`config.mk`:
```
export PLATFORM = sky130hd
export DESIGN_NAME = logic_station_multilane_flat
export DESIGN_NICKNAME = d
export VERILOG_FILES = /design/src/rtl/logic_station_multilane_if.sv /design/src/rtl/logic_station_multilane.sv /design/src/flat_wrapper.sv
export SDC_FILE = /design/constraint.sdc
export NUM_CORES = 1
export LEC_CHECK = 0
export CAP_MARGIN = 20
export CORE_MARGIN = 2
export CORE_UTILIZATION = 60
export DETAILED_ROUTE_END_ITERATION = 8
export PLACE_DENSITY = 0.84
export SETUP_SLACK_MARGIN = 0.2
export SLEW_MARGIN = 20
export SYNTH_ARGS = -nofsm -noshare
export SYNTH_HDL_FRONTEND = slang
export SYNTH_SLANG_ARGS = --single-unit
```
`constraint.sdc`:
```
create_clock -name Clock -period 23.3 [get_ports Clock]
set_clock_uncertainty 0.15 [all_clocks]
set_input_delay 3.495 -clock Clock [delete_from_list [all_inputs] [get_ports Clock]]
set_output_delay 3.495 -clock Clock [all_outputs]
set_load 0.01 [all_outputs]
```
`src/rtl/logic_station_multilane_if.sv`:
```
// Issue and commit bundle for the multilane logic station.
// LOGIC_STATION_ZERO_FLAG_EN adds the per-lane oCommitZero flags.
interface logic_station_multilane_if #(
    parameter int LANES     = 3,
    parameter int WIDTH     = 32,
    parameter int DST_WIDTH = 8
);
    logic                   iIssueValid;
    logic                   oIssueReady;
    logic [2:0]             iOp;
    logic [LANES*WIDTH-1:0] iSrcA;
    logic [LANES*WIDTH-1:0] iSrcB;
    logic [DST_WIDTH-1:0]   iDst;
    logic [LANES-1:0]       iWE;
    logic [3:0]             iId;
    logic                   oCommitRequest;
    logic                   iCommitGranted;
    logic [3:0]             oCommitId;
    logic [DST_WIDTH-1:0]   oCommitDst;
    logic [LANES-1:0]       oCommitWE;
    logic [LANES*WIDTH-1:0] oCommitResult;
    logic                   oBusy;
`ifdef LOGIC_STATION_ZERO_FLAG_EN
    logic [LANES-1:0]       oCommitZero;
`endif

    modport master (
`ifdef LOGIC_STATION_ZERO_FLAG_EN
        input  oCommitZero,
`endif
        output iIssueValid, iOp, iSrcA, iSrcB,
        output iDst, iWE, iId, iCommitGranted,
        input  oIssueReady, oCommitRequest,
        input  oCommitId, oCommitDst, oCommitWE,
        input  oCommitResult, oBusy
    );

    modport slave (
`ifdef LOGIC_STATION_ZERO_FLAG_EN
        output oCommitZero,
`endif
        input  iIssueValid, iOp, iSrcA, iSrcB,
        input  iDst, iWE, iId, iCommitGranted,
        output oIssueReady, oCommitRequest,
        output oCommitId, oCommitDst, oCommitWE,
        output oCommitResult, oBusy
    );
endinterface

```
`src/rtl/logic_station_multilane.sv`:
```
// LANES x WIDTH bitwise logic station: exec register feeding a commit FIFO.
// Optional LOGIC_STATION_ZERO_FLAG_EN stores per-lane zero flags per entry.
module logic_station_multilane #(
    parameter int LANES     = 3,
    parameter int WIDTH     = 32,
    parameter int DEPTH     = 2,
    parameter int DST_WIDTH = 8
) (
    input  logic                      Clock,
    input  logic                      Reset,
    logic_station_multilane_if.slave  bus
);
    localparam int LW    = LANES * WIDTH;
    localparam int PTR_W = (DEPTH > 1) ? $clog2(DEPTH) : 1;
    localparam int CNT_W = $clog2(DEPTH + 1);

    typedef logic [PTR_W-1:0] ptr_t;
    localparam ptr_t LAST_PTR = PTR_W'(DEPTH - 1);
    localparam logic [CNT_W:0] DEPTH_V = (CNT_W + 1)'(DEPTH);

    function automatic ptr_t f_inc(input ptr_t p);
        return (p == LAST_PTR) ? '0 : p + 1'b1;
    endfunction

    logic [LW-1:0]        w_result;
    logic                 w_ready;
    logic                 w_accept;
    logic                 w_push;
    logic                 w_pop;
    logic                 w_nonempty;
    logic [CNT_W:0]       w_occ;

    logic                 r_s_valid;
    logic [LW-1:0]        r_s_result;
    logic [DST_WIDTH-1:0] r_s_dst;
    logic [LANES-1:0]     r_s_we;
    logic [3:0]           r_s_id;

    logic [LW-1:0]        r_fifo_res [DEPTH];
    logic [DST_WIDTH-1:0] r_fifo_dst [DEPTH];
    logic [LANES-1:0]     r_fifo_we  [DEPTH];
    logic [3:0]           r_fifo_id  [DEPTH];
    ptr_t                 r_wr_ptr;
    ptr_t                 r_rd_ptr;
    logic [CNT_W-1:0]     r_count;

    // Ops are lane-independent bitwise functions, so the whole bus is one op.
    always_comb begin
        w_result = '0;
        unique case (bus.iOp)
            3'b000: w_result = bus.iSrcA & bus.iSrcB;
            3'b001: w_result = bus.iSrcA | bus.iSrcB;
            3'b010: w_result = bus.iSrcA ^ bus.iSrcB;
            3'b011: w_result = ~bus.iSrcA;
            3'b100: w_result = ~(bus.iSrcA & bus.iSrcB);
            3'b101: w_result = ~(bus.iSrcA | bus.iSrcB);
            3'b110: w_result = ~(bus.iSrcA ^ bus.iSrcB);
            3'b111: w_result = bus.iSrcA;
        endcase
    end

    // Ready looks only at registered occupancy; a pop this cycle is not bypassed.
    assign w_occ      = {1'b0, r_count} + {{CNT_W{1'b0}}, r_s_valid};
    assign w_ready    = (w_occ < DEPTH_V);
    assign w_accept   = bus.iIssueValid & w_ready;
    assign w_nonempty = (r_count != '0);
    assign w_push     = r_s_valid;
    assign w_pop      = w_nonempty & bus.iCommitGranted;

    always_ff @(posedge Clock or posedge Reset) begin
        if (Reset) begin
            r_s_valid  <= 1'b0;
            r_s_result <= '0;
            r_s_dst    <= '0;
            r_s_we     <= '0;
            r_s_id     <= '0;
        end else begin
            r_s_valid <= w_accept;
            if (w_accept) begin
                r_s_result <= w_result;
                r_s_dst    <= bus.iDst;
                r_s_we     <= bus.iWE;
                r_s_id     <= bus.iId;
            end
        end
    end

    always_ff @(posedge Clock or posedge Reset) begin
        if (Reset) begin
            for (int i = 0; i < DEPTH; i++) begin
                r_fifo_res[i] <= '0;
                r_fifo_dst[i] <= '0;
                r_fifo_we[i]  <= '0;
                r_fifo_id[i]  <= '0;
            end
            r_wr_ptr <= '0;
            r_rd_ptr <= '0;
            r_count  <= '0;
        end else begin
            if (w_push) begin
                r_fifo_res[r_wr_ptr] <= r_s_result;
                r_fifo_dst[r_wr_ptr] <= r_s_dst;
                r_fifo_we[r_wr_ptr]  <= r_s_we;
                r_fifo_id[r_wr_ptr]  <= r_s_id;
                r_wr_ptr             <= f_inc(r_wr_ptr);
            end
            if (w_pop) begin
                r_rd_ptr <= f_inc(r_rd_ptr);
            end
            unique case ({w_push, w_pop})
                2'b10:   r_count <= r_count + 1'b1;
                2'b01:   r_count <= r_count - 1'b1;
                default: r_count <= r_count;
            endcase
        end
    end

`ifdef LOGIC_STATION_ZERO_FLAG_EN
    logic [LANES-1:0] w_zero;
    logic [LANES-1:0] r_s_zero;
    logic [LANES-1:0] r_fifo_zero [DEPTH];

    always_comb begin
        w_zero = '0;
        for (int l = 0; l < LANES; l++) begin
            w_zero[l] = (w_result[l*WIDTH +: WIDTH] == '0);
        end
    end

    always_ff @(posedge Clock or posedge Reset) begin
        if (Reset) begin
            r_s_zero <= '0;
            for (int i = 0; i < DEPTH; i++) begin
                r_fifo_zero[i] <= '0;
            end
        end else begin
            if (w_accept) begin
                r_s_zero <= w_zero;
            end
            if (w_push) begin
                r_fifo_zero[r_wr_ptr] <= r_s_zero;
            end
        end
    end

    assign bus.oCommitZero = w_nonempty ? r_fifo_zero[r_rd_ptr] : '0;
`endif

    assign bus.oIssueReady    = w_ready;
    assign bus.oCommitRequest = w_nonempty;
    assign bus.oCommitResult  = w_nonempty ? r_fifo_res[r_rd_ptr] : '0;
    assign bus.oCommitDst     = w_nonempty ? r_fifo_dst[r_rd_ptr] : '0;
    assign bus.oCommitWE      = w_nonempty ? r_fifo_we[r_rd_ptr]  : '0;
    assign bus.oCommitId      = w_nonempty ? r_fifo_id[r_rd_ptr]  : '0;
    assign bus.oBusy          = r_s_valid | w_nonempty;
endmodule

```
`src/flat_wrapper.sv`:
```
// flat-port wrapper written by rule: the top's interface ports become plain ports
module logic_station_multilane_flat 
#(
    parameter int LANES     = 3,
    parameter int WIDTH     = 32,
    parameter int DEPTH     = 2,
    parameter int DST_WIDTH = 8
)
  (Clock, Reset, bus_iIssueValid, bus_iOp, bus_iSrcA, bus_iSrcB, bus_iDst, bus_iWE, bus_iId, bus_iCommitGranted, bus_oIssueReady, bus_oCommitRequest, bus_oCommitId, bus_oCommitDst, bus_oCommitWE, bus_oCommitResult, bus_oBusy);
  logic_station_multilane_if #(.LANES(LANES), .WIDTH(WIDTH), .DST_WIDTH(DST_WIDTH)) bus_i ();
  input  logic Clock;
  input  logic Reset;
  input wire logic [$bits(bus_i.iIssueValid)-1:0] bus_iIssueValid;
  input wire logic [$bits(bus_i.iOp)-1:0] bus_iOp;
  input wire logic [$bits(bus_i.iSrcA)-1:0] bus_iSrcA;
  input wire logic [$bits(bus_i.iSrcB)-1:0] bus_iSrcB;
  input wire logic [$bits(bus_i.iDst)-1:0] bus_iDst;
  input wire logic [$bits(bus_i.iWE)-1:0] bus_iWE;
  input wire logic [$bits(bus_i.iId)-1:0] bus_iId;
  input wire logic [$bits(bus_i.iCommitGranted)-1:0] bus_iCommitGranted;
  output wire logic [$bits(bus_i.oIssueReady)-1:0] bus_oIssueReady;
  output wire logic [$bits(bus_i.oCommitRequest)-1:0] bus_oCommitRequest;
  output wire logic [$bits(bus_i.oCommitId)-1:0] bus_oCommitId;
  output wire logic [$bits(bus_i.oCommitDst)-1:0] bus_oCommitDst;
  output wire logic [$bits(bus_i.oCommitWE)-1:0] bus_oCommitWE;
  output wire logic [$bits(bus_i.oCommitResult)-1:0] bus_oCommitResult;
  output wire logic [$bits(bus_i.oBusy)-1:0] bus_oBusy;
  assign bus_i.iIssueValid = bus_iIssueValid;
  assign bus_i.iOp = bus_iOp;
  assign bus_i.iSrcA = bus_iSrcA;
  assign bus_i.iSrcB = bus_iSrcB;
  assign bus_i.iDst = bus_iDst;
  assign bus_i.iWE = bus_iWE;
  assign bus_i.iId = bus_iId;
  assign bus_i.iCommitGranted = bus_iCommitGranted;
  assign bus_oIssueReady = bus_i.oIssueReady;
  assign bus_oCommitRequest = bus_i.oCommitRequest;
  assign bus_oCommitId = bus_i.oCommitId;
  assign bus_oCommitDst = bus_i.oCommitDst;
  assign bus_oCommitWE = bus_i.oCommitWE;
  assign bus_oCommitResult = bus_i.oCommitResult;
  assign bus_oBusy = bus_i.oBusy;
  logic_station_multilane #(.LANES(LANES), .WIDTH(WIDTH), .DEPTH(DEPTH), .DST_WIDTH(DST_WIDTH)) u_core (.Clock(Clock), .Reset(Reset), .bus(bus_i));
endmodule
```
[After elaboration in Yosys (flattened, before gate mapping)]
Index checks and enable logic that the tools add are counted.
Cells by class
  add/subtract/negate cells: 5
  $mul: 0
  divide/modulo/power cells: 0
  magnitude comparators: 4
  equality and inequality tests: 9
  shift-type cells: 0
  muxes and demuxes: 32
  bitwise operators: 12
  reduce and logical (&&, ||, !) cells: 4
Operator list (count)
  96-bit one-hot mux with 8 select lines: 1
  96-bit 2-to-1 mux: 5
  96-bit NOT: 4
  192-bit bitwise mux: 1
  96-bit bitwise AND: 1
  96-bit demux with 1-bit select: 1
  96-bit bitwise OR: 1
  96-bit XOR: 1
  8-bit 2-to-1 mux: 5
  4-bit 2-to-1 mux: 5
  16-bit bitwise mux: 1
  3-bit 2-to-1 mux: 5
  3-bit == test, second input constant: 4
  8-bit bitwise mux: 1
  8-bit demux with 1-bit select: 1
  6-bit bitwise mux: 1
  3-bit by 2-bit == test with 1-bit output, second input constant: 2
  4-bit demux with 1-bit select: 1
  2-bit >= comparator, second input constant: 2
  1-bit NOT with 2-bit output: 2
  2-bit one-hot mux with 2 select lines: 1
  2-bit nonzero test: 2
  2-bit by 1-bit adder with 3-bit output: 1
  3-bit demux with 1-bit select: 1
  13 further kinds: 16
Word-level totals
  bits in registers: 338
  latch bits: 0
  bits in writable memories: 0
  memory bits (read-only): 0
  input port bits: 214
  output and inout bits: 114
  logic and storage cells: 82
  memories kept: 0

[Depth between registers and ports, before layout]
Gate-level depths: netlist of run 1.
  depth after elaboration: 6
  gate-level depth with buffers: 8
  depth with buffers taken out: 7

[Worst setup path before layout of run 1]
Ideal clock, no wire load.
  kind: register -> output
  start: reg u_core.r_count[0]
  end: out bus_oBusy
  arrival time: 1.333 ns
  required time: 19.655 ns
  setup slack: 18.322 ns
  stages on the path, launching flop included: 5
  path buffers: 2
  cells stage by stage: dfrtp_1 > nor2_1 > clkbuf_1 > clkbuf_1 > nand2_1
On the way
  word-level cells in the longest chain between the ends: 2
RTL lines
  start: declaration: RTL line logic_station_multilane.sv:45  | logic [CNT_W-1:0] r_count;
  start signal: assignment: RTL line logic_station_multilane.sv:111  | 2'b10: r_count <= r_count + 1'b1;
  start signal: assignment: RTL line logic_station_multilane.sv:112  | 2'b01: r_count <= r_count - 1'b1;
  start signal: assignment: RTL line logic_station_multilane.sv:113  | default: r_count <= r_count;
  2-bit nonzero test: RTL line logic_station_multilane.sv:66  | assign w_nonempty = (r_count != '0);
  1-bit bitwise OR: RTL line logic_station_multilane.sv:155  | assign bus.oBusy = r_s_valid | w_nonempty;
  end: declaration: RTL line flat_wrapper.sv:27  | output wire logic [$bits(bus_i.oBusy)-1:0] bus_oBusy;
Every way passes these cells.

[Final worst setup path of run 1]
  start: in bus_iOp[0]
  end: reg u_core.r_s_result[11]
On the way
  word-level cells in the longest chain between the ends: 2
  elaborated cells on any way between the ends: 9
  those cells by class: 7 x eq/ne; 1 x mux; 1 x reduce/logical
RTL lines
  start: declaration: RTL line flat_wrapper.sv:14  | input wire logic [$bits(bus_i.iOp)-1:0] bus_iOp;
  3-bit == test, or another cell as far along: RTL line logic_station_multilane.sv:50  | unique case (bus.iOp)
  96-bit one-hot mux with 8 select lines *: RTL line logic_station_multilane.sv:50
  end signal: assignment: RTL line logic_station_multilane.sv:80  | r_s_result <= w_result;
  end: declaration: RTL line logic_station_multilane.sv:34  | logic [LW-1:0] r_s_result;
Every way passes the cells marked *; elsewhere a longest branch is shown, timed or not.
A chain may end at the register's enable or synchronous reset.

==> summary.md, run 1 <==
| Metric | Value |
|---|---|
| Status | `completed` |
| Cts hold-fix bufs | `0` |
| Maximum fanout along the worst path | `125` |
| H-tree depth | `2` |
| Ys Warns | `0` |
| Yosys reg bits | `338` |
| DP Cell Count | `3019` |
| Synth Area per Inst | `9.66 µm²` |
| Num CTS Buffers | `40` |
| Fin cells | `3099` |
| Sequential area share after synthesis | `37.4%` |
| Pleak | `0.0128 µW` |
| WP data required | `23.54 ns` |
| Initial antenna violation count | `7` |
| Chip height | `198 µm` |
| Max Slew Vio Count | `0` |
| Peak supply drop | `0.0822 mV` |
| Clock Latency Late Sink | `0.55 ns` |
| Finish-stage setup viols | `0` |
| Worst slew pin tran | `1.08 ns` |
| Postcts setup bufs | `0` |
| Initial Utilization | `60.5%` |
| Die Area | `0.0393 mm²` |
| Cts repair resizes | `0` |
| Worst Setup End Kind | `register` |
| Vias in the first global route | `19700` |
| Crit-path cells | `buf_8, buf_4, buf_4, or2_2, buf_4, o32ai_1, a221o_1, o22ai_1, o21ai_1` |
| CP Buf/Inv Count | `4` |
| Root buffer cell | `clkbuf_16` |
| Synth unique cells | `37` |
| Most frequent CP cell | `buf_4` |
| Nets | `2957` |
| Mapped cell area | `0.0226 mm²` |
| Via Count | `19000` |
| Power Density | `110 mW/mm²` |
| Routed Antenna Nets | `0` |
| First-pass GRT wire length | `101 mm` |
| Die Wd | `198 µm` |
| Post-DP HPWL | `40.2 mm` |
| Hold Crit Class | `reg2reg` |
| Most frequent cells in the layout | `dfrtp_1, clkdlybuf4s50_1, nand2_1` |
| Max frequency | `135 MHz` |
| Setup TNS | `0 ns` |
| Total congestion overflow | `0` |
| DR vias/cell | `6.14` |
| Port Buffer Count | `327` |
| DR pass1 iterations | `5` |
| Worst path max stage delay | `0.82 ns` |
| Fin crit share | `31.8%` |
| Slew headroom | `28.2%` |
| Final worst setup slack | `15.90 ns` |
| Critical path's slowest cell | `buf_4` |
| Pin count of the biggest net entering global routing | `126` |
| Worst path top cell family by delay | `buffers and inverters` |
| Worst Path Arrival | `7.64 ns` |
| CP startpoint kind | `primary input` |
| Initial drt markers | `1498` |
| Hold Slack | `0.342 ns` |
| DRC | `0` |
| TritonCTS clock tree | `built` |
| RSZ-0062 raised after global routing | `false` |
| Post-Route WL | `64.4 mm` |
| Gpl congestion | `0.853` |
| Clock transition at path regs | `0.06 ns` |
| Core area | `0.0374 mm²` |
| Post-synthesis net count | `2747` |
| Clock Tree Buf Depth | `3` |
| Most common cell after layout, fill and taps aside | `dfrtp_1` |
| Routed WL per cell | `20.8 µm` |
| Critical path class | `in2reg` |
| Dpl ws | `15.50 ns` |
| Max Cap Viol | `0` |
| Total Routing Usage GR | `32.6%` |
| Syn-to-layout area delta | `20.4%` |
| Sink Count | `338` |
| Mapped Cells | `2340` |
| Io pins | `328` |
| Site Rows | `71` |
| Share of layout cells above drive strength 1 | `13.2%` |
| Final hold vios | `0` |
| Layout filler cell count | `2647` |
| Final min period | `7.40 ns` |
state kept, by name, indices dropped and copies added, names as in the netlist, 2 cells and up:
register,flops
u_core.r_count,2
u_core.r_fifo_dst,16
u_core.r_fifo_we,6
u_core.r_s_dst,8
u_core.r_fifo_res,192
u_core.r_s_id,4
u_core.r_fifo_id,8
u_core.r_s_we,3
u_core.r_s_result,96
layout make-up:
cell class              count  area, µm²  area share [%]
diodes                      6       15.0          0.0552
flip-flops and latches    338       8460            31.1
clock inverters            12        143           0.524
clock buffers              62       1200            4.43
repair buffers            349       3470            12.7
inverters                 222        841            3.09
well taps                 511        639            2.35
multi-input cells        1599      12400            45.7
metal layers:
layer	routed length [µm]	vias to the layer above	global-route usage [%]	part of all wire [%]
met4	2310	8	14.7	3.6
met3	5570	169	7.51	8.6
met5	53	-	0	0.082
met1	25100	9406	39.5	39
li1	-	8595	-	-
met2	31300	845	55.4	49
path summary, 6_finish.rpt:
| check | start | depth (start not counted) | slack, ns | endpoint |
|---|---|---|---|---|
| max in group asynchronous | Reset | 4 | 17.62 | u_core.r_fifo_res[173] |
| min | u_core.r_s_dst[7] | 2 | 0.34 | u_core.r_s_dst[7] |
| max | bus_iOp[0] | 9 | 15.90 | u_core.r_s_result[11] |
| min in group asynchronous | Reset | 2 | 3.23 | u_core.r_fifo_res[24] |
| min reg2reg | u_core.r_s_dst[7] | 2 | 0.34 | u_core.r_s_dst[7] |
| max reg2reg | u_core.r_s_valid | 5 | 20.30 | u_core.r_s_result[33] |
power by group:
part / leakage [µW] / switching [µW] / internal (µW)
Sequential: 0.00421 / 191 / 866
Clock: 0.000669 / 255 / 389
Combinational: 0.00796 / 621 / 669
cell usage after synthesis (all sizes together):
cell type,instances,area (µm²)
o221ai,27,236
inv,222,833
nor4bb,1,10.0
nor3b,27,203
mux4,15,338
xnor2,17,149
ha,193,2410
nand2b,22,138
xor2,3,26.3
nand3,10,50.1
mux2,223,2510
nor2,142,538
mux2i,165,1650
or3,1,6.26
clkbuf,68,255
a21oi,99,499
or2,1,6.26
nor2b,44,275
nand3b,1,11.3
nand2,242,913
buf,113,669
a221oi,21,190
o21ai,160,801
o22ai,98,613
and2,1,6.26
a221o,43,430
dfrtp,338,8460
o32ai,43,377
cells by family (layout without fill, tap and decap cells):
logic type	after synthesis	in the layout	share of synthesized area (%)
muxes	403	403	19.9
and+or+nand+nor	492	492	9.54
DFF	338	338	37.4
buffers and inverters	403	645	7.77
AOI/OAI and AO/OA	491	491	13.9
adders and majority gates	193	193	10.7
xor gates and xnor gates	20	20	0.775
other	0	6	0
through the flow:
stage / total power [µW] / instance area, µm² / util [%]
finish: 2990 / 27200 / 72.8
global route: 3150 / 27200 / 72.7
CTS: 3000 / 27200 / 72.7
detailed placement: 2340 / 25900 / 69.1
global placement: 2280 / 25800 / 69.1
floorplan: 1800 / 22600 / -
worst reg2reg max path, delay by kind of cell, from the launching register on:
family	cells	cell delay, ns
AO/OA/AOI/OAI	3	0.78
buffers and inverters	1	1.04
flip-flops	1	0.49
AND/OR/NAND/NOR	1	0.46
No activity file was read; power rests on OpenSTA's default activity.
==> run 2, diff against run 1 <==
CORE_UTILIZATION = 56   (was 60)
PLACE_DENSITY = 0.79   (was 0.84)
clock period = 7.38 ns   (was 23.3 ns; I/O delays follow)
==> summary.md, run 2 (synthesized netlist as in run 1, its figures left out) <==
| Metric | Value |
|---|---|
| Status | `completed` |
| Dpl ws | `2.84 ns (-12.67 ns)` |
| Routed Antenna Nets | `0 (unchanged)` |
| RSZ-0062 raised after global routing | `false` |
| Placed Area | `0.0258 mm² (about the same)` |
| R2r setup slk | `4.39 ns (-15.91 ns)` |
| Io pins | `328 (unchanged)` |
| Clock Tree Buf Depth | `3 (unchanged)` |
| Post-layout util | `68.3% (-4.5 points)` |
| Top reg by flops | `u_core.r_fifo_res` |
| Critical R2R Launch | `u_core.r_s_valid` |
| Most frequent cells in the layout | `dfrtp_1, clkdlybuf4s50_1, nand2_1` |
| DR vias/cell | `6.10 (-0.56%)` |
| Setup TNS | `0 ns (unchanged)` |
| Core area | `0.0398 mm² (+6.5%)` |
| Cell depth of the worst flop-to-flop path | `5 (unchanged)` |
| Final hold vios | `0 (unchanged)` |
| H-tree depth | `2 (unchanged)` |
| Cts hold-fix bufs | `0 (unchanged)` |
| Initial Utilization | `56.8% (-3.7 points)` |
| Max FFs per register | `192 (unchanged)` |
| Root buffer cell | `clkbuf_16` |
| Final min period | `4.62 ns` |
| Pleak | `0.0128 µW (-0.29%)` |
| Syn-to-layout area delta | `20.3% (about the same)` |
| Initial antenna violation count | `2 (-5)` |
| RR Endpoint | `u_core.r_s_result[20]` |
| Initial drt markers | `1369 (-8.6%)` |
| Hold Slack | `0.344 ns (+0.00239 ns)` |
| Worst Setup End Kind | `output pin` |
| Total Routing Usage GR | `29.9% (-2.7 points)` |
| Via Count | `18900 (-0.50%)` |
| Post-DP HPWL | `39.5 mm (-1.8%)` |
| Chip height | `205 µm (+3.4%)` |
| Reg area | `0.00846 mm² (unchanged)` |
| Maximum fanout along the worst path | `39 (-69%)` |
| Site Rows | `73 (+2.8%)` |
| Critical path endpoint | `bus_oCommitResult[60]` |
| CP startpoint kind | `register` |
| Gpl congestion | `0.834 (-2.2%)` |
| First-pass GRT wire length | `100 mm (-1.1%)` |
| Die Area | `0.0420 mm² (+7.0%)` |
| Num CTS Buffers | `39 (-2.5%)` |
| Design area | `0.0272 mm² (about the same)` |
| Postcts setup bufs | `0 (unchanged)` |
| Die Wd | `205 µm (+3.4%)` |
| Finish-stage setup viols | `0 (unchanged)` |
| Area used by multi-input combinational logic | `0.0124 mm² (unchanged)` |
| Nets | `2953 (-0.14%)` |
| WP data required | `6.12 ns (-17.42 ns)` |
| Total congestion overflow | `0 (unchanged)` |
| Routed WL per cell | `20.6 µm (-0.66%)` |
| Pin count of the biggest net entering global routing | `180 (+43%)` |
| Critical path class | `reg2out` |
| Critical Path Source | `u_core.r_rd_ptr` |
| Power Density | `344 mW/mm² (+210%)` |
| TritonCTS clock tree | `built` |
| Worst slew pin tran | `1.11 ns (+0.0379 ns)` |
| Peak supply drop | `0.280 mV (+240%)` |
| Max Slew Vio Count | `0 (unchanged)` |
| Largest regs | `u_core.r_fifo_res (192), u_core.r_s_result (96), u_core.r_fifo_dst (16)` |
| Layout filler cell count | `3024 (+14%)` |
| Hold Crit Class | `reg2reg` |
| Vias in the first global route | `19500 (-1.2%)` |
| Final worst setup slack | `2.76 ns (-13.14 ns)` |
| DR pass1 iterations | `6 (+1)` |
| Max Cap Viol | `0 (unchanged)` |
| Sink Count | `338 (unchanged)` |
| Post-Route WL | `64.0 mm (-0.60%)` |
| DRC | `0 (unchanged)` |
| Most common cell after layout, fill and taps aside | `dfrtp_1` |
| Clock transition at path regs | `0.06 ns (about the same)` |
| Share of layout cells above drive strength 1 | `12.9% (-0.30 points)` |
| Cts repair resizes | `0 (unchanged)` |
| Clock Latency Late Sink | `0.55 ns (about the same)` |
| Worst Path Arrival | `3.37 ns (-4.27 ns)` |
| Max frequency | `216 MHz` |
| Fin crit share | `62.6%` |
| Slew headroom | `25.7% (-2.5 points)` |
| Port Buffer Count | `327 (unchanged)` |
-- run 2: area by class of cell --
type                       instances  share of cell area [%]
tap                              525                    2.41
timing repair buffer             346                    12.9
clock inverter                     9                   0.474
sequential                       338                    31.1
clock buffer                      59                    4.28
antenna                            3                  0.0276
multi-input combinational       1599                    45.8
inverter                         222                    3.08
-- run 2: report_power, final --
group | internal, µW | switching [µW]
logic | 2100 | 1960
registers | 2730 | 591
clock network | 1190 | 786
total | 6030 | 3340
-- run 2: worst min-delay path by stage --
stage / from / slack [ns] / end / depth (start not counted)
finish: u_core.r_s_result[88] / 0.34 / u_core.r_s_result[88] / 2
global route: u_core.r_fifo_res[96] / 0.36 / u_core.r_fifo_res[96] / 1
CTS: u_core.r_s_result[88] / 0.35 / u_core.r_s_result[88] / 2
detailed placement: u_core.r_s_result[88] / 0.34 / u_core.r_s_result[88] / 2
global placement: u_core.r_s_id[2] / 0.32 / u_core.r_s_id[2] / 2
floorplan: u_core.r_wr_ptr / 0.30 / u_core.r_wr_ptr / 1
-- run 2: per-layer routing --
metal	part of all wire, %	up-vias	global-route usage [%]	wire length, µm
li1	-	8592	-	-
met1	41	9373	38.0	26200
met2	48	820	50.5	30800
met3	7.8	141	5.39	4970
met4	3.0	2	12.1	1910
met5	0.020	-	0	13
-- run 2: metrics by stage --
step                      power, µW  std cells
after floorplan                5670       2340
after global placement         7210       3028
after detailed placement       7400       3028
after CTS                      9410       3096
after global routing           9920       3098
final                          9370       3101
-- run 2: worst max-delay path: stages, from the launching register on --
cell	delay [ns]
dfrtp_4	0.89
buf_4	0.77
mux2i_1	0.20
nor2_1	0.28
clkdlybuf4s50_1	0.61
